### src/rtl/seven_seg_scan_driver.sv
`default_nettype none
// ============================================================================
// Module      : seven_seg_scan_driver
// Description : Time-multiplexed scan driver for a 4-digit 7-segment display.
//               Takes four 7-bit segment patterns and drives them one digit
//               at a time onto a shared segment bus and four anode lines.
//               Each digit slot begins with a blanking interval, which stops
//               one digit's pattern from ghosting onto the next.
//               The patterns and enables are captured once per frame, so a
//               frame never mixes old and new data.
//
// Ports       : clk_in          - system clock
//               reset_n_in      - asynchronous active-low reset
//               segments_in     - [6:0] digit0 .. [27:21] digit3, 1 = lit
//               digit_enable_in - per-digit enable, 0 keeps the digit dark
//               seg_out         - shared segment drive (SEG_ACTIVE_LOW)
//               anode_out       - one-hot digit select (AN_ACTIVE_LOW)
//               frame_done_out  - pulse during the frame capture cycle
//
// Parameters  : REFRESH_DIV    - clock cycles per digit slot (>= 2)
//               BLANK_CYCLES   - off cycles at the start of each slot,
//                                LOAD included (1 .. REFRESH_DIV-1)
//               SEG_ACTIVE_LOW - 1: a lit segment is driven 0
//               AN_ACTIVE_LOW  - 1: the selected anode is driven 0
//
// Revision    : 1.0 - initial release
// ============================================================================
module seven_seg_scan_driver #(
    parameter int REFRESH_DIV    = 100000,
    parameter int BLANK_CYCLES   = 1000,
    parameter bit SEG_ACTIVE_LOW = 1'b1,
    parameter bit AN_ACTIVE_LOW  = 1'b1
) (
    input  logic        clk_in,
    input  logic        reset_n_in,
    input  logic [27:0] segments_in,
    input  logic [3:0]  digit_enable_in,
    output logic [6:0]  seg_out,
    output logic [3:0]  anode_out,
    output logic        frame_done_out
);

    // ------------------------------------------------------------------------
    // Constants
    // ------------------------------------------------------------------------
    localparam int CNT_W = (REFRESH_DIV > 2) ? $clog2(REFRESH_DIV) : 1;

    localparam logic [CNT_W-1:0] C_CNT_LAST   = CNT_W'(REFRESH_DIV - 1);
    localparam logic [CNT_W-1:0] C_BLANK_LAST = CNT_W'(BLANK_CYCLES - 1);

    // Inactive levels of the pins. XOR with these values converts the
    // internal "1 = on" representation to the polarity of the pins.
    localparam logic [6:0] C_SEG_OFF = {7{SEG_ACTIVE_LOW}};
    localparam logic [3:0] C_AN_OFF  = {4{AN_ACTIVE_LOW}};

    // ------------------------------------------------------------------------
    // State encoding
    // ------------------------------------------------------------------------
    typedef enum logic [1:0] {
        ST_LOAD  = 2'd0,
        ST_BLANK = 2'd1,
        ST_DRIVE = 2'd2
    } state_t;

    // ------------------------------------------------------------------------
    // Registers and their next-state values
    // ------------------------------------------------------------------------
    state_t             r_state;
    state_t             w_state_nxt;
    logic [1:0]         r_idx;
    logic [1:0]         w_idx_nxt;
    logic [CNT_W-1:0]   r_cnt;
    logic [CNT_W-1:0]   w_cnt_nxt;

    logic [27:0]        r_shadow_seg;
    logic [27:0]        w_shadow_seg_nxt;
    logic [3:0]         r_shadow_en;
    logic [3:0]         w_shadow_en_nxt;
    logic               w_capture;

    logic [6:0]         r_seg;
    logic [3:0]         r_anode;
    logic [6:0]         w_lit_nxt;
    logic [3:0]         w_sel_nxt;
    logic [6:0]         w_seg_nxt;
    logic [3:0]         w_anode_nxt;

    // ------------------------------------------------------------------------
    // FSM state register, digit index and slot counter
    // ------------------------------------------------------------------------
    always_ff @(posedge clk_in or negedge reset_n_in) begin
        if (!reset_n_in) begin
            r_state <= ST_LOAD;
            r_idx   <= 2'd0;
            r_cnt   <= '0;
        end else begin
            r_state <= w_state_nxt;
            r_idx   <= w_idx_nxt;
            r_cnt   <= w_cnt_nxt;
        end
    end

    // ------------------------------------------------------------------------
    // Next-state logic
    // Each slot lasts REFRESH_DIV cycles: one LOAD cycle, then BLANK up to
    // cnt == BLANK_CYCLES-1, then DRIVE up to cnt == REFRESH_DIV-1.
    // ------------------------------------------------------------------------
    always_comb begin
        w_state_nxt = r_state;
        w_idx_nxt   = r_idx;
        w_cnt_nxt   = r_cnt;
        w_capture   = 1'b0;

        case (r_state)
            ST_LOAD: begin
                w_cnt_nxt   = r_cnt + 1'b1;
                // The capture happens only at the start of the frame. This
                // keeps all four slots of one frame on the same data.
                w_capture   = (r_idx == 2'd0);
                // With a single blanking cycle, LOAD itself is the blanking.
                w_state_nxt = (BLANK_CYCLES > 1) ? ST_BLANK : ST_DRIVE;
            end

            ST_BLANK: begin
                w_cnt_nxt = r_cnt + 1'b1;
                if (r_cnt == C_BLANK_LAST) begin
                    w_state_nxt = ST_DRIVE;
                end
            end

            ST_DRIVE: begin
                if (r_cnt == C_CNT_LAST) begin
                    w_cnt_nxt   = '0;
                    w_idx_nxt   = r_idx + 2'd1;
                    w_state_nxt = ST_LOAD;
                end else begin
                    w_cnt_nxt = r_cnt + 1'b1;
                end
            end

            default: begin
                w_cnt_nxt   = '0;
                w_idx_nxt   = 2'd0;
                w_state_nxt = ST_LOAD;
            end
        endcase
    end

    // ------------------------------------------------------------------------
    // Frame shadow registers
    // ------------------------------------------------------------------------
    always_comb begin
        w_shadow_seg_nxt = r_shadow_seg;
        w_shadow_en_nxt  = r_shadow_en;
        if (w_capture) begin
            w_shadow_seg_nxt = segments_in;
            w_shadow_en_nxt  = digit_enable_in;
        end
    end

    // ------------------------------------------------------------------------
    // Output decode
    // The decode uses the next state, so the output flops always hold the
    // decode of the state that is current in the same cycle. The pins stay
    // glitch-free and have no combinational path from the data inputs.
    // ------------------------------------------------------------------------
    always_comb begin
        w_lit_nxt = 7'h00;
        w_sel_nxt = 4'h0;

        if ((w_state_nxt == ST_DRIVE) && w_shadow_en_nxt[w_idx_nxt]) begin
            case (w_idx_nxt)
                2'd0: begin
                    w_lit_nxt = w_shadow_seg_nxt[6:0];
                    w_sel_nxt = 4'b0001;
                end
                2'd1: begin
                    w_lit_nxt = w_shadow_seg_nxt[13:7];
                    w_sel_nxt = 4'b0010;
                end
                2'd2: begin
                    w_lit_nxt = w_shadow_seg_nxt[20:14];
                    w_sel_nxt = 4'b0100;
                end
                default: begin
                    w_lit_nxt = w_shadow_seg_nxt[27:21];
                    w_sel_nxt = 4'b1000;
                end
            endcase
        end

        w_seg_nxt   = w_lit_nxt ^ C_SEG_OFF;
        w_anode_nxt = w_sel_nxt ^ C_AN_OFF;
    end

    // ------------------------------------------------------------------------
    // Shadow and output registers
    // ------------------------------------------------------------------------
    always_ff @(posedge clk_in or negedge reset_n_in) begin
        if (!reset_n_in) begin
            r_shadow_seg <= 28'h0;
            r_shadow_en  <= 4'h0;
            r_seg        <= C_SEG_OFF;
            r_anode      <= C_AN_OFF;
        end else begin
            r_shadow_seg <= w_shadow_seg_nxt;
            r_shadow_en  <= w_shadow_en_nxt;
            r_seg        <= w_seg_nxt;
            r_anode      <= w_anode_nxt;
        end
    end

    assign seg_out   = r_seg;
    assign anode_out = r_anode;

    // Reset leaves the FSM at the digit-0 LOAD cycle. Gating with the reset
    // input keeps the pulse low while reset is held. The pulse then marks the
    // first cycle after release, which is the fresh capture cycle.
    assign frame_done_out = reset_n_in && (r_state == ST_LOAD) && (r_idx == 2'd0);

endmodule
`default_nettype wire

### config.mk
export PLATFORM = sky130hd
export DESIGN_NAME = seven_seg_scan_driver
export DESIGN_NICKNAME = d
export VERILOG_FILES = /design/src/rtl/seven_seg_scan_driver.sv
export SDC_FILE = /design/constraint.sdc
export NUM_CORES = 1
export LEC_CHECK = 0
export CORE_MARGIN = 10
export CORE_UTILIZATION = 50
export CTS_BUF_LIST = sky130_fd_sc_hd__clkbuf_8 sky130_fd_sc_hd__clkbuf_16
export DETAILED_ROUTE_END_ITERATION = 16
export GPL_TIMING_DRIVEN = 1
export HOLD_SLACK_MARGIN = 0.08
export PLACE_DENSITY = 0.75
export SYNTH_ARGS = -nofsm -noshare
export SYNTH_HDL_FRONTEND = slang
export SYNTH_SLANG_ARGS = --single-unit
### constraint.sdc
create_clock -name clk_in -period 2.6 [get_ports clk_in]
set_input_delay 0.26 -clock clk_in [delete_from_list [all_inputs] [get_ports clk_in]]
set_output_delay 0.26 -clock clk_in [all_outputs]
set_load 0.005 [all_outputs]
==> results.sh, run 1 <==
export IMPL_critPathArrivalTime_ps=2190
export IMPL_status="finished, final reports clean"
export IMPL_gp_congestion=0.836
export IMPL_dp_cells=393
export IMPL_vdd_ir_drop_max_mv=0.425
export IMPL_total_power_w=0.00198
export IMPL_drtIter0Drc=61
export IMPL_slowest_delay_ps=500
export IMPL_fin_crit_ps=2450
export IMPL_antenna_found_initial=0
export IMPL_powerDensity_nw_per_um2=531
export IMPL_synth_area_top_cells="dfrtp_1, mux2i_1, dfstp_2"
export IMPL_die_area_um2=9430
export IMPL_synth_top_area_share_pct=44.6
export IMPL_yosysTopAreaCell="dfrtp_1"
export IMPL_seq_area_frac_synth_pct=54.4
export IMPL_post_cts_buffers=0
export IMPL_clock_sinks=64
export IMPL_fin_tns_setup_ps=0
export IMPL_max_freq_mhz=408
export IMPL_reg2reg_depth=6
export IMPL_fp_dieW_um=97.1
export IMPL_layout_drive_gt1_share_pct=12.3
export IMPL_cts_hold_buffers=0
export IMPL_rsz0062_at_grt="no"
export IMPL_path_max_fanout=33
export IMPL_critPathSlowestCell="clkdlybuf4s50_1"
export IMPL_slew_headroom_pct=48.0
export IMPL_yosys_cell_types_count=37
export IMPL_synth_cell_area_um2=2970
export IMPL_initial_core_util_pct=50.8
export IMPL_io_pins=46
export IMPL_nNetsFinal=365
export IMPL_clock_latency_ps=340
export IMPL_antenna_left=0
export IMPL_rows=28
export IMPL_clock_skew_ps=7.88
export IMPL_grt_max_degree=65
export IMPL_fill_cells=474
export IMPL_grt_first_pass_wirelength_um=10500
export IMPL_dp_hpwl_um=4390
export IMPL_crit_type="flop to output port"
export IMPL_syn_nets=309
export IMPL_syn_inst=273
export IMPL_root_buffer="clkbuf_8"
export IMPL_core_area_um2=5850
export IMPL_tightest_slew_ps=780
export IMPL_drtPass1Iterations=4
export IMPL_drc=0
export IMPL_hold_class="input port to async pin"
export IMPL_drv_slew=0
export IMPL_grt_pass1_vias=2228
export IMPL_areaGrowthSynthToFinish_pct=25.5
export IMPL_cts_clk_slew_worst_paths_ps=70
export IMPL_instances_no_fill=408
export IMPL_numCtsBuffers=9
export IMPL_setup_viol=0
export IMPL_htreeDepth=3
export IMPL_drt_total_wl_um=6220
export IMPL_synthFlopType="dfrtp_1"
export IMPL_ys_ff_latch=64
export IMPL_cts_resized=0
export IMPL_io_buffers=45
export IMPL_p_leak_nw=1.71
export IMPL_grt_usage_pct=13.4
export IMPL_ys_async_sr_fraction_pct=100
export IMPL_synth_edf_count=0
export IMPL_clockBufferDepth=2
export IMPL_antenna_cells=0
export IMPL_finalHoldViolCount=0
export IMPL_die_height_um=97.1
export IMPL_crit_path_cell_trace="inv_1 -> ha_1 -> nor3b_2 -> buf_12 -> and2_1 -> clkdlybuf4s50_1"
export IMPL_critPathLaunchType="flop"
export IMPL_via_per_inst=5.09
export IMPL_postSynthAreaPerCell_um2=10.9
export IMPL_synth_warnings=0
export IMPL_wl_per_cell_um=15.2
export IMPL_finalCritPeriodShare_pct=94.2
export IMPL_grt_overflow_total=0
export IMPL_cp_end_kind="output port"
export IMPL_required_ps=2340
export IMPL_cts_tree="yes"
export IMPL_num_vias=2077
export IMPL_cap_violations=0
export IMPL_hold_slack_ps=83.8
==> cells by family (layout without fill, tap and decap cells) <==
kind of cell	count (synthesis)	count (layout)	share of synthesized area [%]
buf+inv	42	102	5.73
simple gates	89	89	15.1
flops	64	64	54.4
xor+xnor	15	15	4.42
compound gates	14	14	3.62
mux	47	47	16.0
fa+ha+maj	2	2	0.842
==> layout by cell type (no fill, tap or decap), types with 2 or more instances in the layout <==
master	n
o22a_1	7
ha_1	2
and3_1	4
buf_4	6
clkinv_2	3
a21oi_1	2
o21ai_2	2
inv_1	36
nand4_1	4
or3_1	4
clkdlybuf4s50_1	44
nand3_1	5
dfstp_2	11
dfrtp_1	53
clkbuf_8	10
nor2_1	50
mux2i_1	46
nor2b_1	2
xnor2_1	5
nand2_1	6
xor2_1	10
==> final cells by class <==
| cell class | instances | area, µm² | area share, % |
|---|---|---|---|
| Sequential cell | 64 | 1620 | 43.3 |
| Multi-Input combinational cell | 167 | 1190 | 31.9 |
| Timing Repair Buffer | 52 | 510 | 13.7 |
| Clock buffer | 10 | 138 | 3.69 |
| Inverter | 35 | 131 | 3.52 |
| Tap cell | 75 | 93.8 | 2.52 |
| Clock inverter | 5 | 48.8 | 1.31 |
==> worst paths after layout <==
check,slack [ps],to,startpoint
setup / recovery,150,frame_done_out,r_idx[0]$_DFF_PN0_
min in group clk_in,460,r_cnt[0]$_DFF_PN0_,r_cnt[0]$_DFF_PN0_
hold / removal,80,r_shadow_seg[6]$_DFF_PN0_,reset_n_in
hold reg to reg,460,r_cnt[0]$_DFF_PN0_,r_cnt[0]$_DFF_PN0_
setup reg to reg,180,seg_out[2]$_DFF_PN1_,r_cnt[11]$_DFF_PN0_
max in group asynchronous,1990,r_state[0]$_DFF_PN0_,reset_n_in
==> sequential cells by signal, indices dropped and copies added, names as in the netlist <==
name,count
r_cnt,17
seg_out,7
r_idx,2
r_state,2
r_shadow_seg,28
r_shadow_en,4
anode_out,4
==> cells in the mapped netlist (2+ instances only) <==
cell and number:
a21oi_1 2, and3_1 4, buf_2 4, clkbuf_1 2, dfrtp_1 53, dfstp_2 11, ha_1 2, inv_1 35
mux2i_1 46, nand2_1 6, nand3_1 5, nand4_1 4, nor2_1 50, nor2b_1 2, nor3b_1 2, o21ai_2 2
o22a_1 7, or3_1 4, xnor2_1 5, xor2_1 10
==> stage by stage <==
stage / util [%] / setup WS [ps] / area (µm²)
global placement: 60.5 / 229 / 3540
detailed placement: 60.5 / 198 / 3540
finish: 63.7 / 151 / 3730
global route: 63.7 / 9.97 / 3730
CTS: 63.7 / 119 / 3730
floorplan: - / 199 / 2970
==> worst max-delay path, delay by kind of cell, from the launching register on <==
family | cells | cell delay (ps)
fa+ha+maj | 1 | 150
buf+inv | 3 | 910
flops | 1 | 400
simple gates | 2 | 380
==> layer usage <==
| metal | routed length, µm | global-route usage [%] | vias to the layer above |
|---|---|---|---|
| met2 | 3020 | 21.9 | 46 |
| met4 | 159 | 7.04 | 0 |
| met1 | 2850 | 16.2 | 1011 |
| li1 | - | - | 1006 |
| met3 | 189 | 2.92 | 14 |
| met5 | 0 | 0 | - |
==> where the power goes <==
part           switching [W]  total (W)  internal (W)
Clock               0.000362   0.000816      0.000455
Combinational      0.0000655   0.000135     0.0000690
Sequential        0.00000622    0.00103       0.00102
Total               0.000433    0.00198       0.00155
Note: power is estimated with default switching activity, not from simulation.
==> run 2: changes to the inputs <==
--- a/config.mk
+++ b/config.mk
@@ -5,12 +5,13 @@
 export SDC_FILE = /design/constraint.sdc
 export NUM_CORES = 1
 export LEC_CHECK = 0
+export CAP_MARGIN = 20
 export CORE_MARGIN = 10
 export CORE_UTILIZATION = 50
-export CTS_BUF_LIST = sky130_fd_sc_hd__clkbuf_8 sky130_fd_sc_hd__clkbuf_16
 export DETAILED_ROUTE_END_ITERATION = 16
 export GPL_TIMING_DRIVEN = 1
 export HOLD_SLACK_MARGIN = 0.08
+export MAX_ROUTING_LAYER = met4
 export PLACE_DENSITY = 0.75
 export SYNTH_ARGS = -nofsm -noshare
 export SYNTH_HDL_FRONTEND = slang
==> results.sh, run 2 (same netlist as run 1, synthesis figures left out) <==
export IMPL_critPathLaunchType="flop"
export IMPL_cts_clk_slew_worst_paths_ps=70
export IMPL_cp_end_kind="output port"
export IMPL_antenna_left=0
export IMPL_drt_total_wl_um=6190
export IMPL_setup_ws_ps=151
export IMPL_drv_slew=0
export IMPL_grt_first_pass_wirelength_um=10500
export IMPL_grt_pass1_vias=2224
export IMPL_post_cts_buffers=0
export IMPL_dp_hpwl_um=4390
export IMPL_cts_resized=0
export IMPL_powerDensity_nw_per_um2=531
export IMPL_fin_tns_setup_ps=0
export IMPL_die_area_um2=9430
export IMPL_p_leak_nw=1.70
export IMPL_gp_congestion=0.849
export IMPL_status="finished, final reports clean"
export IMPL_place_ws_ps=198
export IMPL_max_freq_mhz=408
export IMPL_num_vias=2074
export IMPL_drtIter0Drc=71
export IMPL_initial_core_util_pct=50.8
export IMPL_drc=0
export IMPL_grt_overflow_total=0
export IMPL_numCtsBuffers=9
export IMPL_slew_headroom_pct=48.1
export IMPL_antenna_cells=0
export IMPL_utilization_pct=63.7
export IMPL_cap_violations=0
export IMPL_clockBufferDepth=2
export IMPL_antenna_found_initial=0
export IMPL_fp_dieW_um=97.1
export IMPL_layout_drive_gt1_share_pct=12.3
export IMPL_htreeDepth=3
export IMPL_drtPass1Iterations=4
export IMPL_vdd_ir_drop_max_mv=0.423
export IMPL_required_ps=2340
export IMPL_rsz0062_at_grt="no"
export IMPL_io_pins=46
export IMPL_io_buffers=45
export IMPL_critPathArrivalTime_ps=2190
export IMPL_nNetsFinal=365
export IMPL_clock_skew_ps=8.48
export IMPL_fin_crit_ps=2450
export IMPL_rows=28
export IMPL_largest_register="r_shadow_seg"
export IMPL_finalHoldViolCount=0
export IMPL_layout_common_cells="dfrtp_1, nor2_1, mux2i_1, clkdlybuf4s50_1, inv_1"
export IMPL_areaGrowthSynthToFinish_pct=25.5
export IMPL_wl_per_cell_um=15.2
export IMPL_die_height_um=97.1
export IMPL_via_per_inst=5.08
export IMPL_path_max_fanout=33
export IMPL_mostFrequentLayoutCell="dfrtp_1"
export IMPL_root_buffer="clkbuf_8"
export IMPL_clock_latency_ps=340
export IMPL_setup_viol=0
export IMPL_cts_hold_buffers=0
export IMPL_finalCritPeriodShare_pct=94.2
export IMPL_largest_reg_flops=28
export IMPL_hold_class="input port to async pin"
export IMPL_tightest_slew_ps=779
export IMPL_cts_tree="yes"
export IMPL_grt_usage_pct=13.8
export IMPL_crit_type="flop to output port"
export IMPL_grt_max_degree=65
export IMPL_core_area_um2=5850
export IMPL_clock_sinks=64
==> run 2: cell count changes in the layout (fill, tap and decap cells not counted) <==
cell / delta
clkbuf_1: +1
inv_1: -1
==> run 2: through the flow <==
step | hold slack [ps] | power (W) | instance area (µm²) | instances
after global placement | 448 | 0.00118 | 3540 | 393
after detailed placement | 461 | 0.00118 | 3540 | 393
after CTS | 125 | 0.00200 | 3730 | 408
after floorplan | -35.6 | 0.00109 | 2970 | 273
final | 84.5 | 0.00198 | 3730 | 408
after global routing | 157 | 0.00206 | 3730 | 408
==> run 2: report_power, final <==
group	leakage (nW)	switching (W)	internal, W	total, W
Clock	0.0989	0.000360	0.000459	0.000819
Sequential	0.762	0.00000621	0.00102	0.00103
Combinational	0.840	0.0000654	0.0000690	0.000134
Total	1.70	0.000431	0.00155	0.00198
==> run 2: worst paths after layout <==
path / cells after the start / to / startpoint / slack [ps]
max in group asynchronous: 2 / r_state[0]$_DFF_PN0_ / reset_n_in / 1980
min reg2reg: 1 / r_cnt[0]$_DFF_PN0_ / r_cnt[0]$_DFF_PN0_ / 460
max: 6 / frame_done_out / r_idx[0]$_DFF_PN0_ / 150
max reg2reg: 6 / seg_out[2]$_DFF_PN1_ / r_cnt[11]$_DFF_PN0_ / 190
min in group clk_in: 1 / r_cnt[0]$_DFF_PN0_ / r_cnt[0]$_DFF_PN0_ / 460
min: 2 / r_shadow_seg[6]$_DFF_PN0_ / reset_n_in / 80
==> run 2: final cells by class <==
cell class / count / area (µm²)
Multi-Input combinational cell: 167 / 1190
Clock inverter: 4 / 45.0
Timing Repair Buffer: 52 / 510
Tap cell: 75 / 93.8
Fill cell: 474 / 2120
Inverter: 35 / 131
Clock buffer: 11 / 141
Sequential cell: 64 / 1620
==> run 2: layer usage <==
| metal | vias to the layer above | part of all wire (%) | global-route usage (%) |
|---|---|---|---|
| li1 | 1006 | - | - |
| met1 | 1007 | 46 | 16.2 |
| met2 | 46 | 49 | 21.9 |
| met3 | 15 | 2.9 | 2.92 |
| met4 | 0 | 2.7 | 7.04 |
| met5 | - | 0 | - |
==> run 2: worst max-delay path, stage by stage (launching register included) <==
cell,delay [ps]
dfrtp_1,400
inv_1,140
ha_1,160
nor3b_2,220
buf_12,270
and2_1,160
clkdlybuf4s50_1,500
==> edit: new RTL, settings of run 1 <==
The parameter `REFRESH_DIV` goes from 100000 to 400000.
--- a/src/rtl/seven_seg_scan_driver.sv
+++ b/src/rtl/seven_seg_scan_driver.sv
@@ -28,3 +28,3 @@
 module seven_seg_scan_driver #(
-    parameter int REFRESH_DIV    = 100000,
+    parameter int REFRESH_DIV    = 400000,
     parameter int BLANK_CYCLES   = 1000,
Check against the original RTL: no difference found for any inputs over 10 cycles, from zero or initial values and one cycle with reset_n_in low; that may be too few to reach the edited logic, so the function may still have changed.
==> edit against run 1 <==
- setup slack improved by 0.0031 ns
- sequential cell count is 2 higher
- routed wire length rose by 16%
- combinational power is 20% lower
- global-route usage up 1.7 points
- area after synthesis increased by 5.8%
- cell area up 7.0%
- first-iteration DRC count grew 70%
- total power grew 6.7%
- non-clock buffer count increased by 8
==> edit: results (changes against run 1) <==
stage	metric	value	unit	change
detailed_routing	drtIter0Drc	104		+70%
outcome	status	completed		
grt	grt_pass1_vias	2394		+7.5%
grt	grt_usage	15.1	%	+1.7 points
detailed_routing	dr.pass1.iters	5		+1
power	p_int	0.00165	W	+7.0%
yosys	seq_area_frac_synth	53.0	%	-1.4 points
critical_path	regToRegStartpoint	r_cnt[0]$_DFF_PN0_		
place	place_ws	0.135	ns	-0.0626 ns
place	post-dp-hpwl	5100	µm	+16%
sta	hold_ws	0.127	ns	+0.0436 ns
critical_path	startpoint	r_idx[1]$_DFF_PN0_		
yosys	synth_area_leaders	dfrtp_1 44%, dfstp_2 9.2%, mux2_2 7.2%		
sta	skew	0.0121	ns	+0.00419 ns
yosys	yosysUniqueCellTypes	48		+30%
grt	grt_pass1_wl	12100	µm	+15%
critical_path	path_max_fanout	7		-79%
grt	grt_max_degree	67		+3.1%
yosys	synthTopCellsByCount	55 x dfrtp_1, 27 x o21ai_0, 26 x nor2_1, 20 x mux2_2, 19 x inv_1		
cells_and_area	fin_nets	383		+4.9%
cells_and_area	fillCellCount	486		+2.5%
sta	fin_crit_sh	94.1	%	-0.12 points
sta	worst_slew_pin_slew	0.803	ns	+0.0227 ns
power	ir_drop	332	µV	-22%
place	place.gp.congestion	0.872		+4.2%
detailed_routing	routedWlPerCell	16.8	µm	+10%
[edit: power groups by stage]
stage / clock network [W] / registers, W / logic [W]
floorplan: 0 / 0.00108 / 0.0000320
global placement: 0 / 0.00108 / 0.000108
detailed placement: 0 / 0.00108 / 0.000110
CTS: 0.000960 / 0.00106 / 0.000111
global route: 0.00101 / 0.00106 / 0.000121
finish: 0.000946 / 0.00106 / 0.000108
[edit: stage by stage]
stage	instance area, µm²	instances
after floorplan	3140	286
after global placement	3750	409
after detailed placement	3750	409
final	3990	427
after CTS	3970	425
after global routing	3990	427
[edit: final timing paths]
| path | end | cells after the start |
|---|---|---|
| setup reg to reg | seg_out[5]$_DFF_PN1_ | 8 |
| min in group clk_in | r_cnt[0]$_DFF_PN0_ | 1 |
| max in group asynchronous | r_shadow_en[3]$_DFF_PN0_ | 2 |
| hold / removal | r_cnt[16]$_DFF_PN0_ | 2 |
| setup / recovery | frame_done_out | 6 |
| hold reg to reg | r_cnt[0]$_DFF_PN0_ | 1 |
[edit: layer usage]
| layer | vias to the layer above | routed length [µm] | track usage (%) |
|---|---|---|---|
| li1 | 1126 | - | - |
| met1 | 1138 | 3200 | 19.4 |
| met2 | 72 | 3370 | 23.1 |
| met3 | 9 | 493 | 4.15 |
| met4 | 0 | 115 | 6.84 |
| met5 | - | 0 | 0 |
[edit: timing repair]
action,4_1_cts,5_1_grt
endpoints found under the setup margin,0,8
resized for setup,0,1
buffers inserted,0,2
[edit: cells by family after synthesis]
group,synth area share [%]
AND/OR/NAND/NOR,14.5
flip-flops,53.0
AO/OA/AOI/OAI,12.6
multiplexers,11.3
buffers and inverters,3.66
XOR/XNOR,4.18
adder cells (fa/ha/maj),0.796
[edit: layout make-up]
| cell class | instances | area [µm²] | share of cell area (%) |
|---|---|---|---|
| clock inverter | 7 | 93.8 | 2.35 |
| clock buffer | 9 | 124 | 3.10 |
| timing repair buffer | 60 | 571 | 14.3 |
| sequential | 66 | 1670 | 41.7 |
| tap | 75 | 93.8 | 2.35 |
| multi-input combinational | 191 | 1370 | 34.4 |
| inverter | 19 | 71.3 | 1.79 |
